<file path="src/rtl/spike_enc_pkg.sv">
// Shared types and helpers for the 12-taxel AER root responder.
// Event bundle, FSM state encoding and grant-vector decode helpers.
package spike_enc_pkg;

    localparam int ADDR_W  = 4;
    localparam int N_TAXEL = 12;
    localparam int TS_W    = 16;

    typedef enum logic [2:0] {
        IDLE,
        ACK,
        CAPTURE,
        WAIT_REL,
        RELEASE
    } state_t;

    typedef struct packed {
        logic [ADDR_W-1:0] addr;
        logic [TS_W-1:0]   ts;
    } evt_t;

    // Number of asserted (low) grant lines.
    function automatic logic [3:0] zero_cnt(input logic [N_TAXEL-1:0] g);
        logic [3:0] n;
        n = '0;
        for (int i = 0; i < N_TAXEL; i++) begin
            n = n + {3'b000, ~g[i]};
        end
        return n;
    endfunction

    function automatic logic [ADDR_W-1:0] low_idx(input logic [N_TAXEL-1:0] g);
        logic [ADDR_W-1:0] a;
        a = '0;
        for (int i = N_TAXEL - 1; i >= 0; i--) begin
            if (!g[i]) begin
                a = ADDR_W'(i);
            end
        end
        return a;
    endfunction

endpackage

</file>
<file path="src/rtl/aer_evt_fifo.sv">
// Small synchronous FIFO buffering captured AER events.
// Simultaneous push and pop are accepted even when full.
module aer_evt_fifo #(
    parameter int DEPTH = 4,
    parameter int W     = 20
) (
    input  logic         clk,
    input  logic         rst,
    input  logic         i_push,
    input  logic [W-1:0] i_data,
    input  logic         i_pop,
    output logic [W-1:0] o_data,
    output logic         o_empty,
    output logic         o_full
);

    localparam int AW = $clog2(DEPTH);

    logic [W-1:0] r_mem [DEPTH];
    logic [AW:0]  r_wptr;
    logic [AW:0]  r_rptr;
    logic         w_do_push;
    logic         w_do_pop;

    assign o_empty   = (r_wptr == r_rptr);
    assign o_full    = (r_wptr[AW] != r_rptr[AW]) &&
                       (r_wptr[AW-1:0] == r_rptr[AW-1:0]);
    assign w_do_pop  = i_pop && !o_empty;
    assign w_do_push = i_push && (!o_full || w_do_pop);
    assign o_data    = r_mem[r_rptr[AW-1:0]];

    always_ff @(posedge clk) begin
        if (rst) begin
            r_wptr <= '0;
            r_rptr <= '0;
        end else begin
            if (w_do_push) begin
                r_wptr <= r_wptr + 1'b1;
            end
            if (w_do_pop) begin
                r_rptr <= r_rptr + 1'b1;
            end
        end
    end

    always_ff @(posedge clk) begin
        if (w_do_push) begin
            r_mem[r_wptr[AW-1:0]] <= i_data;
        end
    end

endmodule

</file>
<file path="src/rtl/aer_rx_12.sv">
// Root-side responder for the 12-taxel arbiter tree: 4-phase handshake,
// grant decode, timestamping and event buffering toward the encoder.
module aer_rx_12
    import spike_enc_pkg::*;
#(
    parameter int SETTLE_CYC = 2,
    parameter int FIFO_DEPTH = 4,
    parameter int ACK_TO     = 64
) (
    input  logic               clk,
    input  logic               rst,
    input  logic               ro,
    output logic               n_ri,
    input  logic [N_TAXEL-1:0] n_lno,
    output logic               ev_valid,
    input  logic               ev_ready,
    output logic [ADDR_W-1:0]  ev_addr,
    output logic [TS_W-1:0]    ev_ts,
    output logic               err,
    output logic [15:0]        ev_count
);

    localparam int TO_W = $clog2(ACK_TO + 1);

    logic               r_ro_m;
    logic               r_ro_s;
    logic [N_TAXEL-1:0] r_g_m;
    logic [N_TAXEL-1:0] r_g_s;
    logic [N_TAXEL-1:0] r_g_prev;
    logic [TS_W-1:0]    r_ts;
    logic [TS_W-1:0]    r_ts_lat;
    logic [ADDR_W-1:0]  r_addr;
    logic [3:0]         r_stab;
    logic [TO_W-1:0]    r_to;
    logic [15:0]        r_cnt;
    logic               r_n_ri;
    logic               r_err;
    state_t             r_state;

    state_t             w_state_n;
    logic               w_err_set;
    logic               w_push;
    logic               w_pop;
    logic               w_full;
    logic               w_empty;
    logic               w_settled;
    logic [3:0]         w_zeros;
    evt_t               w_push_evt;
    evt_t               w_head;

    assign w_zeros    = zero_cnt(r_g_s);
    assign w_settled  = (r_stab >= 4'(SETTLE_CYC));
    assign w_push_evt = '{addr: r_addr, ts: r_ts_lat};
    assign w_pop      = ev_valid && ev_ready;

    always_comb begin
        w_state_n = r_state;
        w_err_set = 1'b0;
        w_push    = 1'b0;
        unique case (r_state)
            IDLE: begin
                // The tree must not grant while the root is not acked.
                if (r_g_s != '1) begin
                    w_err_set = 1'b1;
                end
                if (r_ro_s && !w_full) begin
                    w_state_n = ACK;
                end
            end
            ACK: begin
                if (w_settled && w_zeros == 4'd1) begin
                    w_state_n = CAPTURE;
                end else if (w_settled && w_zeros > 4'd1) begin
                    w_err_set = 1'b1;
                    w_state_n = WAIT_REL;
                end else if (r_to == TO_W'(ACK_TO - 1)) begin
                    w_err_set = 1'b1;
                    w_state_n = WAIT_REL;
                end
            end
            CAPTURE: begin
                w_push    = 1'b1;
                w_state_n = WAIT_REL;
            end
            WAIT_REL: begin
                if (!r_ro_s) begin
                    w_state_n = RELEASE;
                end
            end
            RELEASE: begin
                if (r_g_s == '1) begin
                    w_state_n = IDLE;
                end
            end
            default: w_state_n = IDLE;
        endcase
    end

    always_ff @(posedge clk) begin
        if (rst) begin
            r_ro_m   <= 1'b0;
            r_ro_s   <= 1'b0;
            r_g_m    <= '1;
            r_g_s    <= '1;
            r_g_prev <= '1;
            r_ts     <= '0;
            r_ts_lat <= '0;
            r_addr   <= '0;
            r_stab   <= '0;
            r_to     <= '0;
            r_cnt    <= '0;
            r_n_ri   <= 1'b1;
            r_err    <= 1'b0;
            r_state  <= IDLE;
        end else begin
            r_ro_m   <= ro;
            r_ro_s   <= r_ro_m;
            r_g_m    <= n_lno;
            r_g_s    <= r_g_m;
            r_g_prev <= r_g_s;
            r_ts     <= r_ts + 1'b1;
            r_state  <= w_state_n;
            // Registered so the async tree never sees a decode glitch.
            r_n_ri   <= !(w_state_n inside {ACK, CAPTURE, WAIT_REL});
            if (r_state != ACK || r_g_s != r_g_prev) begin
                r_stab <= '0;
            end else if (r_stab != 4'hF) begin
                r_stab <= r_stab + 1'b1;
            end
            if (r_state != ACK) begin
                r_to <= '0;
            end else begin
                r_to <= r_to + 1'b1;
            end
            if (r_state == IDLE && w_state_n == ACK) begin
                r_ts_lat <= r_ts;
            end
            if (r_state == ACK && w_state_n == CAPTURE) begin
                r_addr <= low_idx(r_g_s);
            end
            if (w_err_set) begin
                r_err <= 1'b1;
            end
            if (w_push && r_cnt != 16'hFFFF) begin
                r_cnt <= r_cnt + 1'b1;
            end
        end
    end

    aer_evt_fifo #(
        .DEPTH (FIFO_DEPTH),
        .W     ($bits(evt_t))
    ) u_fifo (
        .clk     (clk),
        .rst     (rst),
        .i_push  (w_push),
        .i_data  (w_push_evt),
        .i_pop   (w_pop),
        .o_data  (w_head),
        .o_empty (w_empty),
        .o_full  (w_full)
    );

    assign n_ri     = r_n_ri;
    assign err      = r_err;
    assign ev_count = r_cnt;
    assign ev_valid = !w_empty;
    assign ev_addr  = w_empty ? '0 : w_head.addr;
    assign ev_ts    = w_empty ? '0 : w_head.ts;

endmodule

</file>
<file path="config.mk">
export PLATFORM = sky130hd
export DESIGN_NAME = aer_rx_12
export DESIGN_NICKNAME = d
export VERILOG_FILES = /design/src/rtl/spike_enc_pkg.sv /design/src/rtl/aer_evt_fifo.sv /design/src/rtl/aer_rx_12.sv
export SDC_FILE = /design/constraint.sdc
export NUM_CORES = 1
export LEC_CHECK = 0
export BUFFER_PORTS_ARGS = -buffer_cell sky130_fd_sc_hd__buf_2
export CAP_MARGIN = 10
export CORE_ASPECT_RATIO = 1.75
export CORE_MARGIN = 1.5
export CORE_UTILIZATION = 30
export CTS_CLUSTER_DIAMETER = 100
export DETAILED_ROUTE_END_ITERATION = 6
export PLACE_DENSITY_LB_ADDON = 0.12
export SKIP_CTS_REPAIR_TIMING = 1
export SLEW_MARGIN = 20
export SYNTH_ARGS = -nofsm -noshare
export SYNTH_HDL_FRONTEND = slang
export SYNTH_SLANG_ARGS = --single-unit
</file>
<file path="constraint.sdc">
create_clock -name clk -period 12.6 [get_ports clk]
set_input_delay 1.26 -clock clk [delete_from_list [all_inputs] [get_ports clk]]
set_output_delay 1.26 -clock clk [all_outputs]
set_load 0.05 [all_outputs]
</file>
==> After elaboration in Yosys (flattened, before gate mapping) <==
Memories as Yosys holds them, arrays and structs flattened. A register that Yosys moved wholly into a read port is not among the register bits.
Index checks and enable logic that the tools add are counted.
{ "word_totals": {"latchBits": 0, "mem_bits_ro": 0, "ramBits": 80, "word_cells": 116, "out_inout_bits": 39, "mem_count": 1, "regBits": 112, "input_bits": 16} }
{ "classes": {"addsub": 17, "shift": 0, "div_mod_pow": 0, "n_lt_le_gt_ge": 2, "n_mul": 0, "eq_ne": 18, "mux": 31, "n_reduce_logical": 19, "bitwise_logic": 12} }
{ "mem_list": {"columns": ["memory", "words", "word_bits", "rd", "rd_clocked_by_memory_dff", "write_ports", "line", "source"], "rows": [
  ["u_fifo.r_mem", 4, 20, 1, 1, 1, "aer_evt_fifo.sv:19", "logic [W-1:0] r_mem [DEPTH];"]
]} }
{ "op_table": {"columns": ["cell", "count"], "rows": [
  ["$mux 4", 13],
  ["$add 16x1->16 const B", 2],
  ["$add 4x1->4", 8],
  ["$mux 3", 6],
  ["$mux 16", 1],
  ["$ne 16x16->1 const B", 1],
  ["$pmux 3 s5", 1],
  ["$eq 12x12->1 const B", 1],
  ["$eq 3x2->1 const B", 4],
  ["$ne 12x12->1", 1],
  ["$ne 12x12->1 const B", 1],
  ["$not 1->1", 12],
  ["$logic_and 1x1->1", 10],
  ["$add 7x1->7 const B", 1],
  ["$eq 7x6->1 const B", 1],
  ["$mux 1", 7],
  ["$add 3x1->3 const B", 2],
  ["$eq 3x1->1 const B", 2],
  ["$add 3x1->4", 1],
  ["$add 4x1->4 const B", 1],
  ["$eq 4x1->1 const B", 1],
  ["$ge 4x2->1 const B", 1],
  ["$gt 4x1->1 const B", 1],
  ["$mux 2", 2],
  ["other kinds (14)", 18]
]} }

==> Logic depth before layout (Yosys ltp) <==
{ "depth": {"depth_word": 20, "depth_mapped": 12, "depth_no_buf": 12} }

==> Cells and area by module <==
Synthesis repeated with hierarchy kept, for this count alone.
{ "hier_totals": {"cells_unflattened": 673, "hier_area_um2": 8002.7} }
{ "modules_own_cells": {"columns": ["module", "seq_area_each_um2", "area_each_um2", "n_inst", "cells_per_inst"], "rows": [
  ["aer_rx_12", 2122.0, 4583.1, 1, 514],
  ["aer_evt_fifo", 2562.5, 3419.5, 1, 159]
]} }

==> Worst setup path after synthesis <==
Ideal clock, no wire load.
{ "synth_timing": {"kind": "register to register", "startpoint": "register r_g_s[0]", "endpoint": "register r_addr[0]", "required_time_ns": 12.477, "path_slack_ns": 8.461, "setup_ns": 0.123, "n_path_buf": 0, "path_stages_with_launch": 12, "synth_period_minus_slack_ns": 4.139, "arrival_ns": 4.015, "cell_sequence": "dfxtp_1 fa_1 inv_1 fa_1 fa_1 fa_1 ha_1 fa_1 nor4b_1 a31oi_1 or3_1 mux2i_1"} }
{ "synth_between": {"elab_chain_len": 19, "word_cells_on_any_way": 24, "classes_between": "11 x add/sub; 1 x order compare; 3 x eq/ne; 5 x mux; 1 x bitwise; 3 x reduce/logical"} }
{ "synth_lines": {"columns": ["element", "line", "source"], "rows": [
  ["start, declared", "aer_rx_12.sv:28", "logic [N_TAXEL-1:0] r_g_s;"],
  ["start signal, assigned", "aer_rx_12.sv:119", "r_g_s <= r_g_m;"],
  ["$not 1->1", "spike_enc_pkg.sv:27", "n = n + {3'b000, ~g[i]};"],
  ["$add 1x1->2", "spike_enc_pkg.sv:27", null],
  ["$add 2x1->3", "spike_enc_pkg.sv:27", null],
  ["$add 3x1->4", "spike_enc_pkg.sv:27", null],
  ["$add 4x1->4 (8 in a row)", "spike_enc_pkg.sv:27", null],
  ["$gt 4x1->1", "aer_rx_12.sv:73", "end else if (w_settled && w_zeros > 4'd1) begin"],
  ["$logic_and 1x1->1", "aer_rx_12.sv:73", null],
  ["$mux 3", "aer_rx_12.sv:73", null],
  ["$mux 3", "aer_rx_12.sv:71", "if (w_settled && w_zeros == 4'd1) begin"],
  ["$pmux 3 s5", "aer_rx_12.sv:60", "unique case (r_state)"],
  ["$eq 3x2->1", "aer_rx_12.sv:138", "if (r_state == ACK && w_state_n == CAPTURE) begin"],
  ["$logic_and 1x1->1", "aer_rx_12.sv:138", null],
  ["end signal, assigned", "aer_rx_12.sv:139", "r_addr <= low_idx(r_g_s);"],
  ["end, declared", "aer_rx_12.sv:32", "logic [ADDR_W-1:0] r_addr;"]
]} }
Parallel ways exist; a longest one is shown, timed or not.
A chain may end at the register's enable or synchronous reset.

==> Final worst setup path <==
{ "layout_timing": {"startpoint": "register r_g_s[3]", "endpoint": "register r_addr[1]"} }
{ "layout_between": {"elab_chain_len": 17, "word_cells_on_any_way": 25, "classes_between": "9 x add/sub; 1 x order compare; 3 x eq/ne; 8 x mux; 1 x bitwise; 3 x reduce/logical"} }
{ "layout_lines": {"columns": ["element", "line"], "rows": [
  ["$not 1->1", "spike_enc_pkg.sv:27"],
  ["$add 3x1->4", "spike_enc_pkg.sv:27"],
  ["$add 4x1->4 (8 in a row)", "spike_enc_pkg.sv:27"],
  ["$gt 4x1->1", "aer_rx_12.sv:73"],
  ["$logic_and 1x1->1", "aer_rx_12.sv:73"],
  ["$mux 3", "aer_rx_12.sv:73"],
  ["$mux 3", "aer_rx_12.sv:71"],
  ["$pmux 3 s5", "aer_rx_12.sv:60"],
  ["$eq 3x2->1", "aer_rx_12.sv:138"],
  ["$logic_and 1x1->1", "aer_rx_12.sv:138"]
]} }
Parallel ways exist; a longest one is shown, timed or not.

==> run summary <==
The layout net count came out at 738. For this block, the routed nets add up to about 16,000 um of wire. The estimated wirelength of the detail-placed design is approximately 12,000 um.

The hold violation total from the final report was 0. The warning count from the yosys run is 0. The nature of the critical path startpoint is a flop. The type of destination of the critical path is a flop. The number of max-slew violations in the final report came out at 0.

The initial cell density of the core came out at between 30% and 40%. The launching point of the worst reg2reg path is r_g_s[3]. The setup slack of the critical path after layout is ~8200 ps.

The largest total area in the synthesized netlist belongs to edfxtp_1. The via density per instance came out at 4.78. Synthesis handed over a netlist of 640 instances. The layout overhead on the synthesized area is 16.2%. Including well taps, the total number of placed cells is roughly 1k. The worst register-to-register path has a setup slack of ~8200 ps. The cell area after layout is between 9000 and 10,000 sq um. The utilization of the core after routing came out at between 30% and 40%. The worst hold path stage count came out at 1. The H-tree level count is 4. The CTS sink count came out at 194.

TritonCTS built the clock tree. The largest driver fanout on the critical path is 8. The pre-CTS setup slack came out at just over 8000 ps. The number of antenna-violating nets in the routed design is 0. The final worst clock skew came out at about 8.4 ps. The clock period minus final worst setup slack is 4430 ps. Ranked by total cell area, the synthesized netlist is headed by edfxtp_1 31%, dfxtp_1 29%, mux4_2 5.7%. Tracing the worst setup path back leads to its startpoint at r_g_s[3].

The most common cell in the synthesized netlist is dfxtp_1. For the pin with the worst max-slew slack, the measured transition is 1140 ps. For this design the ratio of total power to cell area is about 140 nW/um^2. The number of enable-type register cells in the synthesized netlist came out at 80. The net count of the mapped netlist came out at around 680. The via count of the first global-routing pass is about 5.2k. The post-layout instance count excluding filler cells is between 1k and 1.5k. The placer's final routability congestion estimate came out at 0.830. In the final layout, the share of cells above drive strength 1 is 21.2%. The total negative setup slack came out at 0 ps. The overall fraction of global-route tracks in use came out at approximately an eighth. The core area is roughly 26,000 sq um. The required time of the worst setup path is approximately 13,000 ps. The initial antenna violation count came out at 0. The number of buffers created by CTS is 17. Of all flip-flops after synthesis, the portion carrying an async set or reset was 0%.

Dividing the final minimum period by the clock period gives about a third. The row count is 78. The number of inserted filler cells in the final layout came out at about 2.5k. The overall via count from detail_route is slightly below 5k.

The worst endpoint data arrival time is 4750 ps. The floorplan die height came out at 217 um. The die outline area came out at around 27,000 sq um. In this run the worst setup path terminates at r_addr[1]. The critical path in this run is classified as flop to flop.

Setup repair after global routing left no endpoint under its margin. The first global-routing pass estimated 26,500 um of wire. The tree is rooted in a clkbuf_16. The later-pin clock latency in the skew report is 440 ps. Across the run, the number of max-cap violations was 0. For the worst flop-to-flop path, the logic depth is 11. The leakage power total came out at around 3.3 nW. The per-instance average area after synthesis came out at roughly 12 sq um. The completed layout was analyzed and its total power is 1.26 mW. The horizontal die dimension is roughly 130 um. Buffers placed on the I/O ports in this run total 54.

Across the VDD grid, the largest voltage drop is between 0.08 and 0.09 mV. Hold is met by 409 ps. Summing every instance area after synthesis gives roughly 7900 sq um. The total of endpoints with negative setup slack in the final report came out at 0. Ranked by instance count, the synthesized netlist is headed by 114 x dfxtp_1, 80 x edfxtp_1, 60 x nor2_1, 34 x nand2_1, 31 x or2_2. In this run the deepest clock path goes through 2 buffers.

After synthesis, the largest area contributor takes up 30.5% of total cell area. Derived from the worst setup path, the maximum achievable clock frequency is between 200 and 250 MHz. The worst register-to-register path ends at r_addr[1]. Headroom to the max-slew limit came out at between 20% and 30%. The number of top-level design ports came out at 55.

The repair_antennas step left the layout with diodes totalling 0. The sequential element share of the synthesized area is 59.5%. The type of the worst min-delay path is flop to flop.

For this run, the leading register cell type out of synthesis is dfxtp_1. After the first detailed-routing iteration, the DRC count stood at between 200 and 250. The clock transition at the register clock pins on the worst setup and hold paths after CTS came out at around 70 ps. The number of synthesized register bits came out at just under 200.

After detailed routing, the number of remaining DRC violations is 0. The routed length per placed instance is around 16 um. The number of distinct library cells after synthesis came out at 53. The leftover overflow at the end of global routing is 0. Entering global routing, the biggest net connects 93 pins. The total cell area at the placement stage came out at about 8500 sq um. The detailed-router iteration count before antenna repair came out at 4.

The flow ran to the end, and the final reports show no timing, DRC or antenna violations.
flip-flops by register name (all words and copies together), names as in the netlist, named ones only:
register,flops
r_g_m,12
u_fifo.r_rptr,3
r_ts_lat,16
r_to,7
r_stab,4
r_ts,16
r_state,3
r_g_s,12
r_g_prev,12
err,1
ev_count,16
r_addr,4
u_fifo.r_wptr,3
r_ro_s,1
n_ri,1
r_ro_m,1
u_fifo.r_mem,80
cells by family (layout without fill, tap and decap cells):
family,Yosys count,count (layout),synth area share [%]
AO/OA/AOI/OAI,59,59,4.99
XOR/XNOR,36,36,4.00
adder cells (fa/ha/maj),22,22,4.16
buffers and inverters,40,113,1.97
flip-flops,194,194,59.5
multiplexers,45,45,8.93
AND/OR/NAND/NOR,244,244,16.5
critical path: stages, from the launching register on:
cell     delay (ps)
dfxtp_1         500
fa_1            480
inv_1            90
fa_1            440
fa_1            560
fa_1            430
ha_1            220
fa_1            450
nor4b_1         300
a31oi_1         230
or3_1           470
mux2i_1         140
how the worst min path moves through the flow:
| stage | startpoint | slack, ps | end |
|---|---|---|---|
| 2_1_floorplan | r_g_m[0] | 390 | r_g_s[0] |
| 3_3_place_gp | r_g_m[2] | 390 | r_g_s[2] |
| 3_5_place_dp | r_g_m[0] | 390 | r_g_s[0] |
| 4_1_cts | r_g_m[0] | 410 | r_g_s[0] |
| 5_1_grt | r_g_m[0] | 420 | r_g_s[0] |
| 6_report | r_g_m[2] | 410 | r_g_s[2] |
report_power, final:
part           leakage (nW)  switching, mW  internal (mW)
registers              1.63        0.00584          0.655
logic                  1.35         0.0263         0.0184
clock network         0.311          0.235          0.319
total                  3.29          0.267          0.992
routing by layer:
layer	vias to the layer above	GRT usage, %	share of wire [%]
met1	2412	11.5	36
met4	0	5.64	2.6
met3	27	2.83	2.8
met2	59	25.8	59
li1	2435	-	-
met5	-	0	0
layout by cell type (no fill, tap or decap), types with 18 or more instances in the layout:
master	count
mux2i_1	23
nand4_1	18
xor2_1	22
buf_2	54
mux4_2	20
dfxtp_1	114
edfxtp_1	80
or2_2	31
and2_1	28
nand2_1	34
clkbuf_16	18
nor2_1	60
layout make-up:
cell class                 instances  area (sq um)  area share [%]
tap                              320           400            4.37
clock buffer                      23           510            5.58
sequential                       194          4680            51.2
inverter                          18          67.6           0.738
clock inverter                     9           105            1.15
multi-input combinational        406          3050            33.3
timing repair buffer              63           338            3.69
Power figures use the tool's default switching activity.
